`src/rtl/varint_pkg.sv`:
```
// rtl/varint_pkg.sv - shared constants and state encoding for the varint encoder
package varint_pkg;

   typedef enum logic [1:0] {
      ST_IDLE    = 2'd0,
      ST_WAIT_HI = 2'd1,
      ST_EMIT    = 2'd2
   } state_t;

   localparam int VARINT_GRP_W       = 7;
   localparam int VARINT_MAX_BYTES32 = 5;
   localparam int VARINT_MAX_BYTES64 = 10;
   localparam int CONT_BIT           = 7;

endpackage

```
`src/rtl/varint_encoder.sv`:
```
// rtl/varint_encoder.sv - drains the varint FIFO set and emits protobuf base-128 varint bytes
module varint_encoder
   import varint_pkg::*;
#(
   parameter int DATA_W  = 32,
   parameter int INDEX_W = 10
) (
   input  logic               clk,
   input  logic               reset,
   input  logic               clr,
   input  logic               vi_empty,
   input  logic [DATA_W-1:0]  vi_data,
   input  logic [INDEX_W-1:0] vi_index,
   input  logic               vi_size64,
   output logic               vi_pop,
   output logic               out_valid,
   input  logic               out_ready,
   output logic [7:0]         out_byte,
   output logic [INDEX_W-1:0] out_index,
   output logic               out_last,
   output logic               busy,
   output logic               size_err
);

   localparam int SR_W = 2 * DATA_W;

   state_t               state_q, state_d;
   logic [SR_W-1:0]      sr_q, sr_d;
   logic [INDEX_W-1:0]   idx_q, idx_d;
   logic                 err_q, err_d;
   logic                 pop_c;
   logic                 more;
   logic                 emit;
   logic [7:0]           byte_c;

   assign more = |sr_q[SR_W-1:VARINT_GRP_W];
   assign emit = (state_q == ST_EMIT);

   always_comb begin
      state_d = state_q;
      sr_d    = sr_q;
      idx_d   = idx_q;
      err_d   = err_q;
      pop_c   = 1'b0;
      case (state_q)
         ST_IDLE: begin
            if (!vi_empty) begin
               pop_c   = 1'b1;
               sr_d    = {{DATA_W{1'b0}}, vi_data};
               idx_d   = vi_index;
               state_d = vi_size64 ? ST_WAIT_HI : ST_EMIT;
            end
         end
         ST_WAIT_HI: begin
            // A missing size64 flag is flagged but the word is still taken as the high half.
            if (!vi_empty) begin
               pop_c                   = 1'b1;
               sr_d[SR_W-1:DATA_W]     = vi_data;
               if (!vi_size64) err_d   = 1'b1;
               state_d                 = ST_EMIT;
            end
         end
         ST_EMIT: begin
            if (out_ready) begin
               sr_d = sr_q >> VARINT_GRP_W;
               if (!more) state_d = ST_IDLE;
            end
         end
         default: state_d = ST_IDLE;
      endcase
      if (clr) begin
         state_d = ST_IDLE;
         sr_d    = '0;
         idx_d   = '0;
         err_d   = 1'b0;
         pop_c   = 1'b0;
      end
   end

   always_ff @(posedge clk or negedge reset) begin
      if (!reset) begin
         state_q <= ST_IDLE;
         sr_q    <= '0;
         idx_q   <= '0;
         err_q   <= 1'b0;
      end else begin
         state_q <= state_d;
         sr_q    <= sr_d;
         idx_q   <= idx_d;
         err_q   <= err_d;
      end
   end

   always_comb begin
      byte_c           = {1'b0, sr_q[VARINT_GRP_W-1:0]};
      byte_c[CONT_BIT] = more;
   end

   // Reset gates the pop so the FIFOs are never drained while the encoder is held.
   assign vi_pop    = pop_c & reset;
   assign out_valid = emit;
   assign out_byte  = emit ? byte_c : 8'h00;
   assign out_index = emit ? idx_q : '0;
   assign out_last  = emit & ~more;
   assign busy      = (state_q != ST_IDLE);
   assign size_err  = err_q;

endmodule

```
`config.mk`:
```
export PLATFORM = sky130hd
export DESIGN_NAME = varint_encoder
export DESIGN_NICKNAME = d
export VERILOG_FILES = /design/src/rtl/varint_pkg.sv /design/src/rtl/varint_encoder.sv
export SDC_FILE = /design/constraint.sdc
export NUM_CORES = 1
export LEC_CHECK = 0
export CAP_MARGIN = 20
export CORE_UTILIZATION = 35
export DETAILED_ROUTE_END_ITERATION = 8
export PLACE_DENSITY = 0.6
export SLEW_MARGIN = 5
export SYNTH_ARGS = -nofsm -noshare
export SYNTH_HDL_FRONTEND = slang
export SYNTH_SLANG_ARGS = --single-unit
```
`constraint.sdc`:
```
create_clock -name clk -period 1.7 [get_ports clk]
set_input_delay 0.255 -clock clk [delete_from_list [all_inputs] [get_ports clk]]
set_output_delay 0.255 -clock clk [all_outputs]
set_load 0.01 [all_outputs]
```
==> metrics.md <==
| Metric | Value |
|---|---|
| Slew HR | `51.1%` |
| Clock buffer count from CTS | `9` |
| Achievable frequency | `0.420 GHz` |
| Failing checks | `setup timing` |
| Vias in the first global route | `4376` |
| Netlist cell types | `33` |
| Switching share of power | `39.0%` |
| Vias per inst | `5.70` |
| Int Power | `7.11 mW` |
| Design Power | `11.7 mW` |
| Clock share of power | `13.4%` |
| Pins Over Slew Limit | `0` |
| CP required | `1.44 ns` |
| Worst path max stage delay | `0.40 ns` |
| Drt pass-1 iters | `5` |
| Sequential share of the synthesized area | `49.6%` |
| Fin Setup TNS | `-26.84 ns` |
| Share of total power in combinational logic | `62.3%` |
| Static Leak | `3.26 nW` |
| Via count | `4208` |
| Commonest cells post-synth | `dfrtp_1, nand2_1, a21oi_1, mux2i_1, o31ai_1` |
| Family with the most delay on the worst path | `simple AND/OR/NAND/NOR gates` |
| CP cell instances | `nor4_1 -> nand4_1 -> nor4_2 -> buf_4 -> buf_6 -> and2_4 -> buf_6` |
| Number of remaining DRC errors | `0` |
| First-pass GRT wire length | `24400 um` |
| Pwr dens | `1590 nW/um^2` |
| Htree depth | `3` |
| Max FO, Critical Path | `2` |
| Critical Path AT | `2.13 ns` |
| Area grow syn2layout | `88.4%` |
| Fin crit share | `140%` |
| Placed cells | `667` |
| WS Path Type | `reg -> out` |
| Die width | `107 um` |
| HPWL after detailed placement | `8220 um` |
| Cell repeated most along the worst path | `buf_6` |
| Final core occ | `67.5%` |
| Setup WS post-layout | `-0.681 ns` |
| Mapped Area | `3880 um^2` |
| Die ar. | `11500 um^2` |
| Routed WL | `16100 um` |
| Die H | `107 um` |
| DR WL/cell | `21.8 um` |
| Antenna violations before repair | `0` |
| Final hold vios | `0` |
| Yosys top cell by area | `dfrtp_1` |
| Synth Flop Type | `dfrtp_1` |
| Root buffer cell | `clkbuf_8` |
| CTS tree | `done` |
| Status | `finished with violations` |
| Worst-path clk slew | `0.08 ns` |
| EDFF count, synth | `0` |
| Antenna viol nets, final | `0` |
| Worst hold path type | `in -> async` |
| Final net count | `644` |
| Crit start category | `flop` |
| Largest net degree at the start of global routing | `78` |
| # setup viols final | `97` |
| Tmin final | `2.38 ns` |
| Asr flop ratio synth | `100%` |
| Yosys Warn Count | `0` |
| Hold WS | `0.397 ns` |
| Seq cells post-synth | `77` |
| Initial Util | `35.8%` |
| CTS max path bufs | `2` |
| GRT Residual Overflow | `0` |
| Total Routing Usage GR | `28.6%` |
| Number of diodes | `0` |
| VDD IR max | `0.690 mV` |
| Worst-case clock skew | `0.0116 ns` |
| Critical Path Sink Type | `output pin` |
| Syn_nets | `455` |
| # rows | `38` |
| Sequential power share | `24.3%` |
| Sw Pwr | `4.55 mW` |
| Post-Syn Instances | `404` |
| Proportion of layout cells with a drive suffix above 1 | `52.2%` |
| DR iter-0 viols | `275` |
| Synth top area share | `49.6%` |
| Clk_lat worst skew | `0.35 ns` |
| GPL Wtd Cong | `0.840` |
| Most frequent cell after synthesis | `dfrtp_1` |
| Unrepaired setup endpoints after global routing | `yes` |
| Core area | `10800 um^2` |
| CTS Sinks | `77` |
| IO buf count | `70` |
| Worst path buffer plus inverter count | `3` |
| Top cells by area, synth | `dfrtp_1, mux2i_1, o31ai_1` |
| Synth Area per Inst | `9.61 um^2` |
| IO Pins | `71` |
| Cell Count, Final, Fillers Out | `738` |
| Critical path's slowest cell | `dfrtp_1` |
| Max-cap violation count | `0` |
| Slew @ Worst Pin | `0.734 ns` |
## stage by stage
stage               instance area, um^2  setup slack [ns]
floorplan                          3910            0.0112
detailed placement                 5310            -0.561
CTS                                7050            -0.626
global route                       7320            -0.714
global placement                   5280            -0.521
finish                             7320            -0.681
## final timing paths
path	slack, ns	endpoint	start	cells past startpoint
hold reg to reg	0.52	sr_q[4]$_DFFE_PN0P_	sr_q[4]$_DFFE_PN0P_	2
setup reg to reg	-0.49	state_q[0]$_DFFE_PN0P_	sr_q[29]$_DFFE_PN0P_	9
max in group asynchronous	0.70	sr_q[36]$_DFFE_PN0P_	reset	4
hold / removal	0.40	size_err$_DFFE_PN0P_	reset	3
min in group clk	0.46	idx_q[3]$_DFFE_PN0P_	vi_index[3]	3
setup / recovery	-0.68	out_last	sr_q[29]$_DFFE_PN0P_	7
## registers in the layout (all words and copies together), names as in the netlist
name,cells
idx_q,10
sr_q,64
size_err,1
state_q,2
## area by class of cell
type,count,area (um^2)
multi-input cells,290,2630
flip-flops and latches,77,1930
inverters,7,33.8
clock inverters,3,68.8
repair buffers,208,2340
fillers,787,3520
well taps,140,175
clock buffers,13,149
## power by group through the flow
stage | Sequential (mW) | Clock (mW) | Combinational [mW]
after floorplan | 2.74 | 0 | 2.02
final | 2.83 | 1.57 | 7.26
after global routing | 2.87 | 1.66 | 7.58
after global placement | 2.73 | 0 | 3.68
after detailed placement | 2.75 | 0 | 3.81
after CTS | 2.76 | 1.58 | 6.73
## worst register-to-register path: stages (launching register included)
cell and delay, ns:
dfrtp_1 0.40, nor4_1 0.36, nand4_1 0.21, nor4_2 0.29, buf_4 0.19, buf_6 0.10, buf_4 0.10, buf_6 0.11
nor4_2 0.04, a221o_1 0.27
## cells in the final DEF, fill, tap and decap left out, types with 3 or more instances in the layout
cell and instances:
mux2i_1 31, and2_4 18, nand2_2 10, buf_4 82
buf_8 5, clkbuf_1 3, ha_4 3, nand2_1 32
nor4_2 9, a21oi_1 30, o31ai_4 20, dfrtp_1 77
clkbuf_8 10, nand2_4 19, a21oi_2 6, nor2_1 20
nand3_1 7, o21ai_0 5, a22oi_2 11, nor2_4 8
buf_16 14, nor4_1 6, a21oi_4 3, buf_12 12
clkdlybuf4s50_1 46, buf_6 45, inv_2 3, nand4_1 3
nor2_2 5, o31ai_2 12, a22oi_1 14
## what timing repair did
action,in CTS,in global routing
gates cloned,18,0
setup buffers,36,7
resized for setup,310,42
hold buffers,0,1
pin swaps,65,17
endpoints found under the hold margin,0,11
setup endpoints to repair,84,98
## layer usage
layer	vias to the layer above	wire, um	GRT usage (%)
met5	-	0	0
met2	243	7920	48.2
met3	46	1230	5.99
met1	2075	6320	35.9
li1	1844	-	-
met4	0	606	10.7
## cell families after synthesis
logic type,after synthesis,share of synthesized area [%]
AO/OA/AOI/OAI,109,18.1
adder cells (fa/ha/maj),3,0.967
buffers and inverters,39,5.06
multiplexers,32,8.25
AND/OR/NAND/NOR,144,18.0
flip-flops,77,49.6
(Power assumes the default switching activity.)
